==> src/rtl/controlador_rafaga_ram.sv <==
`default_nettype none
// +----------------------------------------------------------------------------+
// | controlador_rafaga_ram: burst initiator for the 16x32 register-file RAM;   |
// | optional SUMA_VERIFICACION_EN adds a per-burst XOR checksum output.        |
// | Rev 1.0                                                                    |
// +----------------------------------------------------------------------------+
module controlador_rafaga_ram #(
   parameter int ANCHO_DATOS = 32,
   parameter int ANCHO_DIR   = 4
) (
   input  logic                   clk,
   input  logic                   rst_n,
   input  logic                   req_valid,
   output logic                   req_ready,
   input  logic                   req_escritura,
   input  logic [ANCHO_DIR-1:0]   req_dir,
   input  logic [ANCHO_DIR:0]     req_longitud,
   input  logic                   wdat_valid,
   output logic                   wdat_ready,
   input  logic [ANCHO_DATOS-1:0] wdat,
   output logic                   rdat_valid,
   input  logic                   rdat_ready,
   output logic [ANCHO_DATOS-1:0] rdat,
   output logic                   hecho,
   output logic                   ram_we,
   output logic [ANCHO_DATOS-1:0] ram_din,
   output logic [ANCHO_DIR-1:0]   ram_dir,
   input  logic [ANCHO_DATOS-1:0] ram_dout
`ifdef SUMA_VERIFICACION_EN
   ,
   output logic [ANCHO_DATOS-1:0] suma
`endif
);

   typedef enum logic [1:0] {
      REPOSO  = 2'd0,
      ESCRIBE = 2'd1,
      LEE     = 2'd2,
      FIN     = 2'd3
   } estado_t;

   localparam logic [ANCHO_DIR:0] c_profundidad = {1'b1, {ANCHO_DIR{1'b0}}};
   localparam logic [ANCHO_DIR:0] c_uno         = {{ANCHO_DIR{1'b0}}, 1'b1};

   estado_t              r_estado;
   estado_t              w_estado_sig;
   logic [ANCHO_DIR-1:0] r_dir_act;
   logic [ANCHO_DIR:0]   r_cuenta;
   logic                 r_arrancado;
   logic                 w_acepta;
   logic                 w_beat;
   logic                 w_captura;
   logic [ANCHO_DIR:0]   w_long_sat;
   logic [ANCHO_DIR-1:0] w_dir_sig;

   assign w_long_sat = (req_longitud > c_profundidad) ? c_profundidad : req_longitud;
   assign w_dir_sig  = r_dir_act + 1'b1;

   // r_arrancado keeps req_ready low while reset is asserted and for the first clock after.
   assign req_ready  = (r_estado == REPOSO) & r_arrancado & ~rdat_valid;
   assign wdat_ready = (r_estado == ESCRIBE) & ~ram_we;
   assign w_acepta   = req_valid & req_ready;
   assign w_beat     = wdat_valid & wdat_ready;
   assign w_captura  = (r_estado == LEE) & (~rdat_valid | rdat_ready);

   always_ff @(posedge clk or negedge rst_n) begin
      if (!rst_n) begin
         r_estado <= REPOSO;
      end else begin
         r_estado <= w_estado_sig;
      end
   end

   always_comb begin
      w_estado_sig = r_estado;
      hecho        = 1'b0;
      case (r_estado)
         REPOSO: begin
            if (w_acepta) begin
               if (w_long_sat == '0) begin
                  w_estado_sig = FIN;
               end else if (req_escritura) begin
                  w_estado_sig = ESCRIBE;
               end else begin
                  w_estado_sig = LEE;
               end
            end
         end
         ESCRIBE: begin
            // Leave only after the final beat's write-enable cycle has been issued.
            if (ram_we && (r_cuenta == '0)) begin
               w_estado_sig = FIN;
            end
         end
         LEE: begin
            if (w_captura && (r_cuenta == c_uno)) begin
               w_estado_sig = FIN;
            end
         end
         FIN: begin
            hecho        = 1'b1;
            w_estado_sig = REPOSO;
         end
         default: w_estado_sig = REPOSO;
      endcase
   end

   always_ff @(posedge clk or negedge rst_n) begin
      if (!rst_n) begin
         r_arrancado <= 1'b0;
         r_dir_act   <= '0;
         r_cuenta    <= '0;
         ram_we      <= 1'b0;
         ram_din     <= '0;
         ram_dir     <= '0;
         rdat        <= '0;
         rdat_valid  <= 1'b0;
`ifdef SUMA_VERIFICACION_EN
         suma        <= '0;
`endif
      end else begin
         r_arrancado <= 1'b1;
         ram_we      <= 1'b0;
         if (rdat_valid && rdat_ready) begin
            rdat_valid <= 1'b0;
         end
         if (w_acepta) begin
            r_dir_act <= req_dir;
            ram_dir   <= req_dir;
            r_cuenta  <= w_long_sat;
`ifdef SUMA_VERIFICACION_EN
            suma      <= '0;
`endif
         end
         if (w_beat) begin
            ram_we    <= 1'b1;
            ram_din   <= wdat;
            ram_dir   <= r_dir_act;
            r_dir_act <= w_dir_sig;
            r_cuenta  <= r_cuenta - 1'b1;
`ifdef SUMA_VERIFICACION_EN
            suma      <= suma ^ wdat;
`endif
         end
         // A capture in the same cycle as a consume overrides the clear above.
         if (w_captura) begin
            rdat       <= ram_dout;
            rdat_valid <= 1'b1;
            r_dir_act  <= w_dir_sig;
            ram_dir    <= w_dir_sig;
            r_cuenta   <= r_cuenta - 1'b1;
`ifdef SUMA_VERIFICACION_EN
            suma       <= suma ^ ram_dout;
`endif
         end
      end
   end

endmodule
`default_nettype wire

==> config.mk <==
export PLATFORM = sky130hd
export DESIGN_NAME = controlador_rafaga_ram
export DESIGN_NICKNAME = d
export VERILOG_FILES = /design/src/rtl/controlador_rafaga_ram.sv
export SDC_FILE = /design/constraint.sdc
export NUM_CORES = 1
export LEC_CHECK = 0
export ABC_AREA = 1
export ABC_CLOCK_PERIOD_IN_PS = 2700
export BUFFER_PORTS_ARGS = -buffer_cell sky130_fd_sc_hd__buf_2
export CORE_MARGIN = 5
export CORE_UTILIZATION = 51
export DETAILED_ROUTE_END_ITERATION = 10
export PLACE_DENSITY_LB_ADDON = 0.05
export SYNTH_ARGS = -nofsm -noshare
export SYNTH_HDL_FRONTEND = slang
export SYNTH_SLANG_ARGS = --single-unit
==> constraint.sdc <==
create_clock -name clk -period 2.7 [get_ports clk]
set_clock_uncertainty 0.15 [all_clocks]
set_input_delay 0 -clock clk [delete_from_list [all_inputs] [get_ports clk]]
set_output_delay 0 -clock clk [all_outputs]
set_load 0.005 [all_outputs]
==> impl_metrics.toml, run 1 <==
[critical_path]
cp.required_ns = 2.78
worstSetupPathType = "reg -> reg"
worstSetupEndpointType = "flip-flop"
arrival_ns = 2.32
cp-start-kind = "flip-flop"
crit_path_max_fanout = 18

[yosys]
synth_cell_types = 24
yosys.area_share.simple = 0.308
synth_mux_area_frac = 0
synth_common_cells = "nand2_1 (243), dfrtp_1 (82), inv_1 (22), nand3_1 (20)"
netlist_area_um2 = 3610
synth_seq_area_share = 0.568
synth_area_per_cell_um2 = 8.38
ys.flop_type = "dfrtp_1"
synth_top_area_cell = "dfrtp_1"
synthTopCellsByArea = "dfrtp_1 (57%), nand2_1 (25%), ha_1 (2.8%), nand3_1 (2.8%), inv_1 (2.3%)"
yosys.area_share.adder = 0.0277
async_reset_ff_frac = 1.00
synthCells = 431
synthXorXnorAreaFrac = 0.00971
yosysWarnings = 0
synth_edf_count = 0
post-synth-top-count-cell = "nand2_1"
yosysTopAreaCellShare = 0.568
synth_top_family_by_area = "simple AND/OR/NAND/NOR gates"
synth-seq-cells = 82
synth_compound_area_frac = 0.0336
synth_nets = 518

[clock_tree]
post-cts-setup-buffers = 0
insertion_delay_ns = 0.34
htreeDepth = 3
cts_tree = "built"
cts_buffers = 9
clk_pin_slew_ns = 0.08
cts_sinks = 82
root_buffer = "clkbuf_8"
cts_max_path_buffers = 2

[power_and_ir_drop]
power_frac_clock = 0.200
switchingPower_uw = 2140
power_frac_comb = 0.421
p_int_uw = 3550
peakVddDrop_v = 0.000531
seq_power_share = 0.379
power_leakage_uw = 0.00310
p_per_area_nw_per_um2 = 1030
switching_share = 0.376

[timing]
period_share = 0.829
final_hold_viol_count = 0
setup_viol = 0
hold-worst-slack_ns = 0.0569
drv_slew = 0
finalCriticalPeriod_ns = 2.24
rsz0062_at_grt = "no"
worst_pin_slew_ns = 1.02
timing.slew.headroom = 0.321
max_freq_mhz = 447
setup_tns_ns = 0

[global_route]
grt_max_degree = 83
grt-ovfl-total = 0
grt_pass1_wl_um = 16900
first_global_vias = 3626
grt_use_total = 0.243
antenna_found_initial = 0

[route]
drt-wirelength-per-cell_um = 13.9
routed_via_density = 4.75
routed_wl_um = 10600
firstDrtPassIters = 4
vias = 3636
drc = 0
antenna_left = 0
initialDrtViolationCount = 163

[finish]
insertedDiodeCount = 0
nNetsFinal = 753
syn2layout_area_growth_pct = 53.0
layout-drive-gt1-share = 0.267

[place]
io_buffers = 151
place.gp.congestion = 0.811
dpl.hpwl_um = 6200

[floorplan]
coreArea_um2 = 6830
design.die.area_um2 = 8860
core.rowCount = 30
initial_utilization = 0.528
io_pins = 152
fp.dieW_um = 94.1
fp.dieH_um = 94.1

[flow_run]
drv_cap = 0

[hold_path]
min_path_type = "in -> reg"

[status]
status = "completed"
## routing by layer
layer	wire length [um]	global-route usage	share of wire
met2	5390	0.402	0.51
met4	299	0.126	0.028
met5	0	0	0
met3	820	0.0649	0.077
met1	4130	0.290	0.39
## cell type report
| cell class | count | area (um^2) |
|---|---|---|
| Clock buffer | 10 | 128 |
| Clock inverter | 5 | 128 |
| Fill cell | 469 | 1310 |
| Inverter | 23 | 91.3 |
| Multi-Input combinational cell | 311 | 1370 |
| Sequential cell | 82 | 2050 |
| Tap cell | 96 | 120 |
| Timing Repair Buffer | 239 | 1630 |
## worst max-delay path: stages, from the launching register on
cell,delay (ns)
dfrtp_1,0.42
inv_1,0.12
ha_1,0.18
nand2_1,0.07
nor2_1,0.14
nand2_2,0.25
a21oi_2,0.17
dlygate4sd3_1,0.57
o22ai_2,0.06
## registers in the layout, summed over array words and instances, names as in the netlist
signal	cells
r_arrancado	1
r_cuenta	5
r_dir_act	4
r_estado	2
ram_din	32
ram_dir	4
ram_we	1
rdat	32
rdat_valid	1
## cells in the final DEF, fill, tap and decap left out, types with 2 or more instances in the layout
master / instances
buf_2: 150
buf_4: 4
bufinv_16: 4
clkbuf_8: 9
dfrtp_1: 82
dlygate4sd3_1: 85
ha_1: 8
inv_1: 22
nand2_1: 243
nand2_2: 3
nand2_4: 3
nand3_1: 20
nor2_1: 9
o211ai_1: 3
o21ai_0: 10
xnor2_1: 2
xor2_1: 2
## repair_timing
| item | CTS | global route |
|---|---|---|
| endpoints found under the hold margin | 162 | 0 |
| hold buffers | 85 | 0 |
| gates resized for setup | 0 | 0 |
| setup endpoints to repair | 0 | 0 |
## worst paths after layout
check	cells after the start	to	from	slack [ns]
setup / recovery	8	r_cuenta[0]$_DFFE_PN0P_	r_estado[0]$_DFFE_PN0P_	0.46
hold / removal	4	ram_dir[3]$_DFFE_PN0P_	req_valid	0.06
setup reg to reg	8	r_cuenta[0]$_DFFE_PN0P_	r_estado[0]$_DFFE_PN0P_	0.46
hold reg to reg	2	rdat[7]$_DFFE_PN0P_	rdat[7]$_DFFE_PN0P_	0.33
max in group asynchronous	2	rdat[26]$_DFFE_PN0P_	rst_n	1.52
min in group asynchronous	2	r_cuenta[0]$_DFFE_PN0P_	rst_n	0.19
## power by group through the flow
stage	sequential [uW]	combinational, uW	clock (uW)
6_report	2150	2400	1140
5_1_grt	2230	2720	1200
4_1_cts	2140	2370	1160
3_5_place_dp	2140	2250	0
3_3_place_gp	2150	2190	0
2_1_floorplan	2190	1360	0
## metrics by stage
| stage | area [um^2] | total power [uW] | util | setup WS (ns) | std cells |
|---|---|---|---|---|---|
| CTS | 5520 | 5670 | 0.808 | 0.447 | 766 |
| global route | 5520 | 6150 | 0.808 | 0.292 | 766 |
| finish | 5520 | 5690 | 0.808 | 0.462 | 766 |
| floorplan | 3610 | 3540 | - | 1.08 | 431 |
| detailed placement | 4420 | 4400 | 0.646 | 0.651 | 666 |
| global placement | 4420 | 4340 | 0.646 | 0.707 | 666 |
## cells by family after synthesis
group / after synthesis
fa+ha+maj: 8
compound gates: 18
simple gates: 280
xor+xnor: 4
flops: 82
other cells: 1
buf+inv: 38
No activity file was read; power rests on OpenSTA's default activity.
==> inputs of run 2 (changes only) <==
ABC_CLOCK_PERIOD_IN_PS = 1900   (was 2700)
CORE_UTILIZATION = 43   (was 51)
clock period = 1.9 ns   (was 2.7 ns; I/O delays follow)
==> impl_metrics.toml, run 2 (same netlist as run 1, synthesis figures left out) <==
[global_route]
grt_use_total = 0.213
first_global_vias = 3656
grt_max_degree = 40
antenna_found_initial = 0
grt-ovfl-total = 0
grt_pass1_wl_um = 17400

[finish]
final_cell_mix = "nand2_1 (243), buf_2 (150), dfrtp_1 (82)"
layout.cells.most_common = "nand2_1"
syn2layout_area_growth_pct = 52.4
ff_latch_area_um2 = 2050
nNetsFinal = 755
fillers = 681
insertedDiodeCount = 0
reg_top3 = "ram_din: 32 flops, rdat: 32 flops, r_cuenta: 5 flops"
multi_input_area_um2 = 1390
layout-drive-gt1-share = 0.283

[floorplan]
fp.dieW_um = 102
io_pins = 152
initial_utilization = 0.439
design.die.area_um2 = 10300
coreArea_um2 = 8220
fp.dieH_um = 102
core.rowCount = 33

[place]
io_buffers = 151
place.gp.congestion = 0.853
dpl.hpwl_um = 6660

[timing]
timing.slew.headroom = 0.643
setup_tns_ns = 0
final_hold_viol_count = 0
hold-worst-slack_ns = 0.0250
drv_slew = 0
worst_pin_slew_ns = 0.536
finalCriticalPeriod_ns = 1.78
max_freq_mhz = 562
period_share = 0.936
setup_viol = 0
rsz0062_at_grt = "no"

[route]
drt-wirelength-per-cell_um = 13.7
firstDrtPassIters = 4
routed_via_density = 4.58
initialDrtViolationCount = 110
drc = 0
routed_wl_um = 10700
vias = 3554
antenna_left = 0

[critical_path]
reg2regPathDepth = 9
regToRegSetupSlack_ns = 0.12
cp-start-kind = "flip-flop"
r2r_end = "ram_dir[1]$_DFFE_PN0P_"
crit_path_max_fanout = 6
r2r-start = "r_estado[0]$_DFFE_PN0P_"
worstSetupEndpointType = "flip-flop"
cp.required_ns = 2.03
arrival_ns = 1.91
worstSetupPathType = "reg -> reg"

[hold_path]
min_path_type = "in -> reg"
min_to = "r_dir_act[3]$_DFFE_PN0P_"
hold_depth = 5
min_from = "wdat_valid"

[clock_tree]
clk_pin_slew_ns = 0.08
root_buffer = "clkbuf_8"
insertion_delay_ns = 0.34
cts_tree = "built"
cts_sinks = 82
htreeDepth = 3
cts_buffers = 9
cts_max_path_buffers = 2

[status]
status = "completed"

[power_and_ir_drop]
peakVddDrop_v = 0.000627
p_per_area_nw_per_um2 = 1390
power_leakage_uw = 0.00311

[flow_run]
drv_cap = 0
==> run 2: where the power goes <==
group | switching, uW | total, uW | internal (uW)
registers | 490 | 3070 | 2580
clock network | 612 | 1070 | 458
logic | 1970 | 3530 | 1560
total | 3070 | 7660 | 4590
==> run 2: critical path, stage by stage, from the launching register on <==
cell and delay [ns]:
dfrtp_1 0.42, inv_1 0.12, ha_1 0.25, inv_1 0.11, a21oi_4 0.25, buf_4 0.17, nand2_1 0.04, nand3_1 0.09
nand2_1 0.06, nand2_1 0.05
==> run 2: worst max-delay path by stage <==
stage | startpoint | to | slack [ns] | cells past startpoint
6_report | r_estado[0]$_DFFE_PN0P_ | ram_dir[1]$_DFFE_PN0P_ | 0.12 | 9
5_1_grt | r_estado[1]$_DFFE_PN0P_ | r_estado[0]$_DFFE_PN0P_ | 0.0003 | 10
4_1_cts | r_estado[1]$_DFFE_PN0P_ | r_cuenta[2]$_DFFE_PN0P_ | 0.03 | 8
3_5_place_dp | r_estado[0]$_DFFE_PN0P_ | ram_dir[2]$_DFFE_PN0P_ | 0.0009 | 8
3_3_place_gp | r_estado[0]$_DFFE_PN0P_ | ram_dir[2]$_DFFE_PN0P_ | 0.07 | 8
2_1_floorplan | r_estado[0]$_DFFE_PN0P_ | r_cuenta[0]$_DFFE_PN0P_ | 0.28 | 8
==> run 2: metal layers <==
layer,routed length [um],GRT usage,vias to the layer above,part of all wire
li1,-,-,1787,-
met2,5170,0.358,127,0.49
met1,4520,0.273,1621,0.42
met4,219,0.0746,0,0.021
met5,0,0,-,0
met3,743,0.0441,19,0.070
==> run 2: cell type report <==
class / count / share of cell area
multi-input combinational: 311 / 0.252
sequential: 82 / 0.373
clock inverter: 5 / 0.00614
tap: 105 / 0.0239
timing repair buffer: 241 / 0.306
clock buffer: 9 / 0.0225
inverter: 23 / 0.0166
==> run 2: stage by stage <==
step | util | cells | power, uW | setup slack [ns] | area, um^2
after floorplan | - | 431 | 5030 | 0.278 | 3610
after global placement | 0.550 | 681 | 6330 | 0.0741 | 4520
after detailed placement | 0.550 | 681 | 6410 | 0.000949 | 4520
after CTS | 0.666 | 774 | 7650 | 0.0310 | 5480
after global routing | 0.669 | 776 | 8350 | 0.000313 | 5500
final | 0.669 | 776 | 7660 | 0.122 | 5500
==> run 2: timing repair <==
action / 4_1_cts / 5_1_grt
endpoints found under the setup margin: 1 / 46
endpoints found under the hold margin: 162 / 0
pin swaps: 0 / 1
hold buffers: 79 / 0
setup buffers: 0 / 2
gates resized for setup: 1 / 4
